File: src/rtl/multdiv_pkg.sv
// Shared encodings for the sequential multiply/divide unit: FSM states,
// adder operation codes and adder input-mux selects.
package multdiv_pkg;

    localparam int ITER  = 32;
    localparam int CNT_W = 6;

    typedef enum logic [2:0] {
        IDLE   = 3'd0,
        M_ITER = 3'd1,
        D_ABSA = 3'd2,
        D_ABSB = 3'd3,
        D_ITER = 3'd4,
        D_FIX  = 3'd5,
        DONE   = 3'd6
    } state_t;

    typedef enum logic [1:0] {
        ADD  = 2'd0,
        SUB  = 2'd1,
        PASS = 2'd2,
        NEG  = 2'd3
    } add_op_t;

    typedef enum logic [1:0] {
        ASEL_ZERO = 2'd0,
        ASEL_ACC  = 2'd1,
        ASEL_REM  = 2'd2
    } a_sel_t;

    typedef enum logic [1:0] {
        BSEL_OPA  = 2'd0,
        BSEL_OPB  = 2'd1,
        BSEL_BMAG = 2'd2,
        BSEL_QUO  = 2'd3
    } b_sel_t;

endpackage

File: src/rtl/csa_32.sv
// 32-bit carry-select adder: low half ripples, high half precomputed for
// both carry-ins and selected by the low-half carry.
module csa_32 (
    input  logic [31:0] a,
    input  logic [31:0] b,
    input  logic        ci,
    output logic [31:0] s,
    output logic        co,
    output logic        ovf
);
    logic [16:0] lo_sum;
    logic [16:0] hi_sum0;
    logic [16:0] hi_sum1;

    assign lo_sum  = {1'b0, a[15:0]} + {1'b0, b[15:0]} + {16'b0, ci};
    assign hi_sum0 = {1'b0, a[31:16]} + {1'b0, b[31:16]};
    assign hi_sum1 = {1'b0, a[31:16]} + {1'b0, b[31:16]} + 17'd1;

    assign s[15:0]         = lo_sum[15:0];
    assign {co, s[31:16]}  = lo_sum[16] ? hi_sum1 : hi_sum0;
    assign ovf             = (a[31] == b[31]) && (s[31] != a[31]);
endmodule

File: src/rtl/multdiv_seq.sv
// Sequential signed 32-bit multiply (Booth radix-2) and restoring divide,
// sharing a single csa_32 adder; one-cycle ready pulse on completion.
module multdiv_seq
    import multdiv_pkg::*;
#(
    parameter logic [31:0] DIV0_RESULT = 32'h0000_0000
) (
    input  logic        clock,
    input  logic        reset_n,
    input  logic        ctrl_MULT,
    input  logic        ctrl_DIV,
    input  logic [31:0] data_operandA,
    input  logic [31:0] data_operandB,
    output logic [31:0] data_result,
    output logic        data_exception,
    output logic        data_resultRDY
);
    state_t           state;
    logic [CNT_W-1:0] cnt;
    logic [31:0]      a_reg, b_reg, bmag, rem, quo;
    logic [64:0]      prod;
    logic             div0;

    a_sel_t      a_sel;
    b_sel_t      b_sel;
    add_op_t     add_op;
    logic [31:0] a_src, b_src, add_a, add_b, sum;
    logic        add_ci, add_co, add_ovf;
    logic [31:0] rem_sh, quo_sh;
    logic        acc_sign;
    logic [64:0] prod_next;
    logic [32:0] prod_top;
    logic        last_iter;

    assign rem_sh    = {rem[30:0], quo[31]};
    assign quo_sh    = {quo[30:0], 1'b0};
    assign last_iter = (cnt == CNT_W'(ITER - 1));

    always_comb begin
        a_sel  = ASEL_ZERO;
        b_sel  = BSEL_OPA;
        add_op = PASS;
        unique case (state)
            M_ITER: begin
                a_sel = ASEL_ACC;
                case (prod[1:0])
                    2'b01:   add_op = ADD;
                    2'b10:   add_op = SUB;
                    default: add_op = PASS;
                endcase
            end
            D_ABSA: add_op = NEG;
            D_ABSB: begin
                b_sel  = BSEL_OPB;
                add_op = NEG;
            end
            D_ITER: begin
                a_sel  = ASEL_REM;
                b_sel  = BSEL_BMAG;
                add_op = SUB;
            end
            D_FIX: begin
                b_sel  = BSEL_QUO;
                add_op = NEG;
            end
            default: ;
        endcase

        case (a_sel)
            ASEL_ACC: a_src = prod[64:33];
            ASEL_REM: a_src = rem_sh;
            default:  a_src = 32'h0;
        endcase
        case (b_sel)
            BSEL_OPA:  b_src = a_reg;
            BSEL_OPB:  b_src = b_reg;
            BSEL_BMAG: b_src = bmag;
            default:   b_src = quo;
        endcase

        add_a  = a_src;
        add_b  = 32'h0;
        add_ci = 1'b0;
        case (add_op)
            ADD: add_b = b_src;
            SUB: begin
                add_b  = ~b_src;
                add_ci = 1'b1;
            end
            NEG: begin
                add_a  = 32'h0;
                add_b  = ~b_src;
                add_ci = 1'b1;
            end
            default: ;
        endcase
    end

    csa_32 u_add (
        .a   (add_a),
        .b   (add_b),
        .ci  (add_ci),
        .s   (sum),
        .co  (add_co),
        .ovf (add_ovf)
    );

    // The accumulator sum can need 33 bits; its true sign is s[31]^ovf, and
    // shifting that in keeps the upper product half exact for the overflow test.
    assign acc_sign  = sum[31] ^ add_ovf;
    assign prod_next = {acc_sign, sum, prod[32:1]};
    assign prod_top  = prod_next[64:32];

    always_ff @(posedge clock or negedge reset_n) begin
        if (!reset_n) begin
            state          <= IDLE;
            cnt            <= '0;
            a_reg          <= '0;
            b_reg          <= '0;
            bmag           <= '0;
            rem            <= '0;
            quo            <= '0;
            prod           <= '0;
            div0           <= 1'b0;
            data_result    <= '0;
            data_exception <= 1'b0;
            data_resultRDY <= 1'b0;
        end else begin
            data_resultRDY <= 1'b0;
            if (ctrl_MULT) begin
                a_reg <= data_operandA;
                b_reg <= data_operandB;
                prod  <= {32'h0, data_operandB, 1'b0};
                cnt   <= '0;
                div0  <= 1'b0;
                state <= M_ITER;
            end else if (ctrl_DIV) begin
                a_reg <= data_operandA;
                b_reg <= data_operandB;
                cnt   <= '0;
                // Divide-by-zero takes the fix-up slot so it completes two cycles later.
                div0  <= (data_operandB == 32'h0);
                state <= (data_operandB == 32'h0) ? D_FIX : D_ABSA;
            end else begin
                unique case (state)
                    M_ITER: begin
                        prod <= prod_next;
                        cnt  <= cnt + 1'b1;
                        if (last_iter) begin
                            data_result    <= prod_next[32:1];
                            data_exception <= !((&prod_top) || !(|prod_top));
                            state          <= DONE;
                        end
                    end
                    D_ABSA: begin
                        quo   <= a_reg[31] ? sum : a_reg;
                        rem   <= '0;
                        state <= D_ABSB;
                    end
                    D_ABSB: begin
                        bmag  <= b_reg[31] ? sum : b_reg;
                        cnt   <= '0;
                        state <= D_ITER;
                    end
                    D_ITER: begin
                        cnt <= cnt + 1'b1;
                        if (add_co) begin
                            rem <= sum;
                            quo <= {quo_sh[31:1], 1'b1};
                        end else begin
                            rem <= rem_sh;
                            quo <= quo_sh;
                        end
                        if (last_iter)
                            state <= D_FIX;
                    end
                    D_FIX: begin
                        if (div0) begin
                            data_result    <= DIV0_RESULT;
                            data_exception <= 1'b1;
                        end else begin
                            data_result    <= (a_reg[31] ^ b_reg[31]) ? sum : quo;
                            data_exception <= (a_reg == 32'h8000_0000) && (b_reg == 32'hFFFF_FFFF);
                        end
                        state <= DONE;
                    end
                    DONE: begin
                        data_resultRDY <= 1'b1;
                        state          <= IDLE;
                    end
                    default: state <= IDLE;
                endcase
            end
        end
    end
endmodule

File: config.mk
export PLATFORM = sky130hd
export DESIGN_NAME = multdiv_seq
export DESIGN_NICKNAME = d
export VERILOG_FILES = /design/src/rtl/multdiv_pkg.sv /design/src/rtl/csa_32.sv /design/src/rtl/multdiv_seq.sv
export SDC_FILE = /design/constraint.sdc
export NUM_CORES = 1
export LEC_CHECK = 0
export CORE_MARGIN = 1
export CORE_UTILIZATION = 55
export DETAILED_ROUTE_END_ITERATION = 8
export GPL_TIMING_DRIVEN = 1
export PLACE_DENSITY = 0.79
export SETUP_SLACK_MARGIN = 0.02
export SYNTH_ARGS = -nofsm -noshare
export SYNTH_HDL_FRONTEND = slang
export SYNTH_SLANG_ARGS = --single-unit
export TNS_END_PERCENT = 1
File: constraint.sdc
create_clock -name clock -period 5.6 [get_ports clock]
set_input_delay 0.56 -clock clock [delete_from_list [all_inputs] [get_ports clock]]
set_output_delay 0.56 -clock clock [all_outputs]
set_load 0.01 [all_outputs]
==> metrics.cfg, run 1 <==
[floorplanning]
io_pins = 102
core_area_um2 = 29700
die_h_um = 176
fp.dieW_um = 176
fp-row-count = 63
initial_core_util_pct = 56.2
die_area_um2 = 31100

[final_layout]
antennaDiodeCount = 0
seqCellArea_um2 = 6710
multiInputGateArea_um2 = 9530
max_flop_register = prod
fill_cells = 2358
layout_commonest_cell = dfrtp_1
syn_to_final_growth_pct = 15.2
largest_reg_flops = 65
layout.nets = 1973
layout-drive-gt1-share_pct = 12.2
fin_cells = 2278
layout_common_cells = 265 x dfrtp_1, 246 x o21ai_0, 225 x nand2_1

[detailed_routing]
routed_wl_um = 51200
wire_per_inst_um = 22.5
drc = 0
ant_nets = 0
num_vias = 15100
drt_iter0_markers = 1924
via_per_inst = 6.62
drtPass1Iterations = 6

[logic_synthesis]
synth_edf_count = 0
syn_area_um2 = 16700
synth_xor_area_share_pct = 2.19
syn_avg_cell_area_um2 = 9.16
synth.area.mux_share_pct = 13.4
yosysWarnings = 0
syn-num-nets = 1928
synth_cell_types = 87
seq_area_frac_synth_pct = 40.2
synth_top_family_by_area = compound AO/OA/AOI/OAI gates
synthFlopType = dfrtp_1
synth-simple-area-share_pct = 15.9
syn_inst = 1823
synth-adder-area-share_pct = 2.91
synth_compound_area_share_pct = 21.8
async_flop_share_pct = 100
ys_seq_elements = 268

[worst_setup_path]
crit_fanout = 41
cp-start-kind = flip-flop
arrival_ns = 5.78
worstSetupPathType = flip-flop to flip-flop
cp.required_ns = 6.04
r2r_start = state[0]
crit_path_end_kind = flip-flop
startpoint = state[0]

[power_and_ir_drop]
p_sw_share_pct = 35.2
ir_drop_v = 0.000313
intPower_mw = 4.51
pwr-share-comb_pct = 31.9
pwr-share-clk_pct = 30.2
power_density_nw_per_um2 = 362
leakage_nw = 8.17
p_sw_mw = 2.45
seqPwrFrac_pct = 37.9
power_mw = 6.96

[timing]
clock_skew_ns = 0.0152
worst_slew_pin_slew_ns = 1.15
rsz0062_at_grt = yes
relSlewSlack_pct = 23.1
period_minus_slack_ns = 5.34
hold_ws_ns = 0.0726
fin_tns_setup_ns = 0
slew_viol_final = 0
finalSetupViolations = 0
fmax_mhz = 187
fin_crit_sh_pct = 95.4
hold_viol_final = 0

[clock_tree]
cts_setup_buffers = 0
clkSinkCount = 268
htree_levels = 1
clk_pin_slew_ns = 0.07
cts_buffer_depth = 3
insertion_delay_ns = 0.56
cts_hold_buf = 0
root_buffer = clkbuf_16
cts_buffers = 29
cts_tree = yes

[flow_run]
cap_viol_max_count = 0

[outcome]
outcome = complete, no violations

[placed_design]
dp_cells = 2227
port_buffers = 101
dp_hpwl_um = 35200
place.gp.congestion = 0.928

[grt]
track_usage_pct = 32.9
grt_overflow = 0
grt_first_pass_wirelength_um = 80500
grt_start_max_net_pins = 117
antenna_found_initial = 0
grt_pass1_vias = 14400

[min_path]
hp-class = input port to asynchronous set/reset pin

## timing repair
action | CTS | global route
gates resized for setup | 0 | 10
endpoints found under the setup margin | 0 | 31
endpoints found under the hold margin | 0 | 0
## layout make-up
class	instances	area share, %
multi-input cells	1403	49.5
clock inverters	10	1.07
clock buffers	41	4.32
inverters	16	0.312
well taps	390	2.54
flip-flops and latches	268	34.9
repair buffers	150	7.36
## path summary, 6_finish.rpt
check | to | slack, ns | cells after the start
max reg2reg | rem[8] | 0.26 | 19
min in group clock | data_result[9] | 0.48 | 2
min | prod[40] | 0.07 | 1
min reg2reg | data_result[9] | 0.48 | 2
max | rem[8] | 0.26 | 19
max in group asynchronous | data_result[12] | 4.10 | 2
## power groups by stage
stage | clock (mW) | sequential (mW) | combinational, mW
after floorplan | 0 | 2.56 | 1.36
after global routing | 2.18 | 2.67 | 2.41
after detailed placement | 0 | 2.65 | 2.16
final | 2.10 | 2.64 | 2.22
after global placement | 0 | 2.64 | 2.11
after CTS | 2.10 | 2.62 | 2.17
## worst max-delay path: stages, from the launching register on
cell and delay (ns):
dfrtp_1 0.49, nand2b_2 0.30, buf_4 0.39, nand2b_1 0.09, o211ai_1 0.10, o21ai_0 0.10
o21ai_0 0.15, mux2i_1 0.48, ha_1 0.34, a21oi_1 0.18, o211ai_1 0.21, a311oi_2 0.38
o311ai_1 0.23, nor4b_4 0.47, and3_1 0.24, nand3_2 0.13, xnor2_4 0.17, buf_12 0.19
or2_2 0.31, a32o_1 0.24
## cell usage after synthesis, drive strengths merged (22+ instances only)
| master | n | area [µm²] |
|---|---|---|
| a211oi | 26 | 213 |
| a21oi | 59 | 299 |
| a22oi | 65 | 488 |
| buf | 32 | 163 |
| clkbuf | 104 | 390 |
| dfrtp | 268 | 6710 |
| ha | 34 | 425 |
| mux2 | 86 | 968 |
| mux2i | 126 | 1260 |
| nand2 | 228 | 858 |
| nand2b | 42 | 263 |
| nor2 | 106 | 398 |
| o211ai | 38 | 285 |
| o21ai | 271 | 1360 |
| o22ai | 32 | 200 |
| xnor2 | 22 | 226 |
## kinds of logic (layout without fill, tap and decap cells)
| kind of cell | Yosys count | in the layout |
|---|---|---|
| buffers and inverters | 152 | 217 |
| DFF | 268 | 268 |
| and+or+nand+nor | 536 | 536 |
| muxes | 212 | 212 |
| xor gates and xnor gates | 37 | 37 |
| AOI/OAI and AO/OA | 581 | 581 |
| adders and majority gates | 37 | 37 |
## per-layer routing
metal	up-vias	share of wire (%)	track usage, %
li1	6765	-	-
met2	796	47	53.3
met3	164	7.8	3.98
met5	-	0	0
met1	7361	40	44.7
met4	0	4.8	13.5
## through the flow
step                      utilization (%)  worst slack (ns)  instance area [µm²]
after floorplan                         -             0.494                16700
after global placement               61.0             0.425                18100
after detailed placement             61.0             0.329                18100
after CTS                            64.5             0.233                19200
after global routing                 64.7          -0.00666                19200
final                                64.7             0.260                19200
Note: power is estimated with default switching activity, not from simulation.
==> run 2, diff against run 1 <==
Settings changed: PLACE_DENSITY 0.79 to 0.82, SLEW_MARGIN from default to 10.
==> metrics.cfg, run 2 (synthesis gave the netlist of run 1 again) <==
[outcome]
outcome = complete, no violations

[grt]
use_met3_pct = 4.05  ; +0.065 points
top_usage_layer = met2
met2_usage_pct = 52.9  ; -0.44 points
use_met1_pct = 44.9  ; +0.19 points
grt_start_max_net_pins = 134  ; +15%
track_usage_pct = 33.0  ; +0.089 points
antenna_found_initial = 0  ; unchanged
grt_overflow = 0  ; unchanged
grt_first_pass_wirelength_um = 80600  ; +0.12%
grt_pass1_vias = 14300  ; -0.41%

[timing]
fmax_mhz = 192  ; +2.8%
rsz0062_at_grt = no
period_minus_slack_ns = 5.20  ; -0.144 ns
fin_crit_sh_pct = 92.8  ; -2.6 points
hold_viol_final = 0  ; unchanged
clock_skew_ns = 0.0152  ; -0.00000920 ns
relSlewSlack_pct = 24.2  ; +1.1 points
slew_viol_final = 0  ; unchanged
fin_ws_ns = 0.403  ; +0.144 ns
finalSetupViolations = 0  ; unchanged
fin_tns_setup_ns = 0  ; unchanged
worst_slew_pin_slew_ns = 1.13  ; -0.0139 ns

[power_and_ir_drop]
intPower_mw = 4.23  ; -6.3%
pwr-share-clk_pct = 27.1  ; -3.1 points
ir_drop_v = 0.000302  ; -3.4%
pwr-share-comb_pct = 33.4  ; +1.5 points
power_density_nw_per_um2 = 350  ; -3.3%
seqPwrFrac_pct = 39.5  ; +1.6 points
p_sw_mw = 2.45  ; about the same
leakage_nw = 8.12  ; -0.53%
p_sw_share_pct = 36.7  ; +1.5 points

[clock_tree]
root_buffer = clkbuf_16
cts_buffers = 28  ; -3.4%
cts_buffer_depth = 3  ; unchanged
clkSinkCount = 268  ; unchanged
clk_pin_slew_ns = 0.06  ; about the same
cts_hold_buf = 0  ; unchanged
insertion_delay_ns = 0.56  ; about the same
htree_levels = 1  ; unchanged
cts_tree = yes

[final_layout]
syn_to_final_growth_pct = 14.3
max_flop_register = prod
fin_area_um2 = 19100  ; -0.73%
largest_reg_flops = 65  ; unchanged
layout_commonest_cell = dfrtp_1
final_util_pct = 64.3  ; -0.48 points
layout_common_cells = 265 x dfrtp_1, 246 x o21ai_0, 225 x nand2_1
fill_cells = 2322  ; -1.5%
seqCellArea_um2 = 6710  ; unchanged
multiInputGateArea_um2 = 9490  ; -0.38%
layout-drive-gt1-share_pct = 12.5  ; +0.28 points
layout.nets = 1979  ; +0.30%
antennaDiodeCount = 0  ; unchanged

[detailed_routing]
drc = 0  ; unchanged
via_per_inst = 6.60  ; -0.30%
num_vias = 15100  ; -0.086%
drtPass1Iterations = 5  ; -1
routed_wl_um = 51300  ; about the same
ant_nets = 0  ; unchanged
drt_iter0_markers = 1774  ; -7.8%
wire_per_inst_um = 22.5  ; -0.16%

[worst_setup_path]
slowest_delay_ns = 0.53  ; +0.04 ns
crit_path_end_kind = flip-flop
crit_fanout = 41  ; unchanged
critPathTopFamily = compound AO/OA/AOI/OAI gates
cp-start-kind = flip-flop
r2r_start = state[0]
cp.required_ns = 6.04  ; about the same
crit_buf_inv = 2  ; unchanged
worstSetupPathType = flip-flop to flip-flop
reg2reg_setup_slack_ns = 0.40  ; +0.14 ns
startpoint = state[0]
crit_slowest_cell = dfrtp_1
crit_chain = nor2b_1 -> nand2_2 -> buf_4 -> o21ai_0 -> mux2i_1 -> ha_1 -> a21oi_1 -> o211ai_1 -> a311oi_2 -> o311ai_1 -> nor4b_4 -> and3_1 -> nand3_2 -> xnor2_4 -> buf_12 -> or2_2 -> a32o_1
arrival_ns = 5.64  ; -0.14 ns

[floorplanning]
io_pins = 102  ; unchanged
fp-row-count = 63  ; unchanged
initial_core_util_pct = 56.2  ; unchanged
die_area_um2 = 31100  ; unchanged
core_area_um2 = 29700  ; unchanged
die_h_um = 176  ; unchanged
fp.dieW_um = 176  ; unchanged

[placed_design]
dpl-instance-area_um2 = 18200  ; +0.18%
dp_hpwl_um = 35300  ; +0.41%
dp_slack_ns = 0.417  ; +0.0884 ns
port_buffers = 101  ; unchanged
place.gp.congestion = 0.942  ; +1.5%

[flow_run]
cap_viol_max_count = 0  ; unchanged

[min_path]
hp-class = input port to asynchronous set/reset pin

run 2: worst paths after layout:
kind / cells past startpoint / endpoint
worst min-delay path: 1 / prod[41]
min in group clock: 2 / prod[50]
max in group asynchronous: 2 / b_reg[31]
worst max-delay path: 17 / rem[8]
worst min register to register: 2 / prod[50]
worst max register to register: 17 / rem[8]
run 2: layout make-up:
type / instances / area share, %
multi-input combinational: 1403 / 49.7
sequential: 268 / 35.1
timing repair buffer: 157 / 7.69
clock buffer: 39 / 4.26
tap: 390 / 2.56
clock inverter: 10 / 0.341
inverter: 16 / 0.314
run 2: worst register-to-register path, delay by kind of cell, from the launching register on:
family / cells / cell delay (ns)
multiplexers: 1 / 0.46
adder cells (fa/ha/maj): 1 / 0.34
flip-flops: 1 / 0.53
AO/OA/AOI/OAI: 6 / 1.60
AND/OR/NAND/NOR: 6 / 1.52
buffers and inverters: 2 / 0.45
XOR/XNOR: 1 / 0.18
run 2: routing by layer:
| layer | vias to the layer above | wire length [µm] |
|---|---|---|
| met5 | - | 0 |
| met3 | 163 | 4050 |
| met4 | 0 | 2460 |
| met2 | 814 | 24200 |
| met1 | 7336 | 20500 |
| li1 | 6760 | - |
run 2: power groups by stage:
| stage | logic (mW) | clock network (mW) | registers, mW |
|---|---|---|---|
| 3_5_place_dp | 2.18 | 0 | 2.65 |
| 5_1_grt | 2.42 | 1.90 | 2.66 |
| 3_3_place_gp | 2.12 | 0 | 2.63 |
| 2_1_floorplan | 1.36 | 0 | 2.56 |
| 6_report | 2.23 | 1.81 | 2.64 |
| 4_1_cts | 2.19 | 1.83 | 2.62 |
run 2: stage by stage:
step | power (mW) | std cells | hold slack [ns]
2_1_floorplan | 3.92 | 1823 | 0.264
3_3_place_gp | 4.75 | 2233 | 0.460
3_5_place_dp | 4.82 | 2233 | 0.471
4_1_cts | 6.64 | 2282 | 0.0431
5_1_grt | 6.98 | 2283 | 0.0801
6_report | 6.68 | 2283 | 0.00854
run 2: repair_timing:
item,CTS,global route
gates resized for setup,0,8
setup endpoints to repair,0,12
buffers inserted,0,1
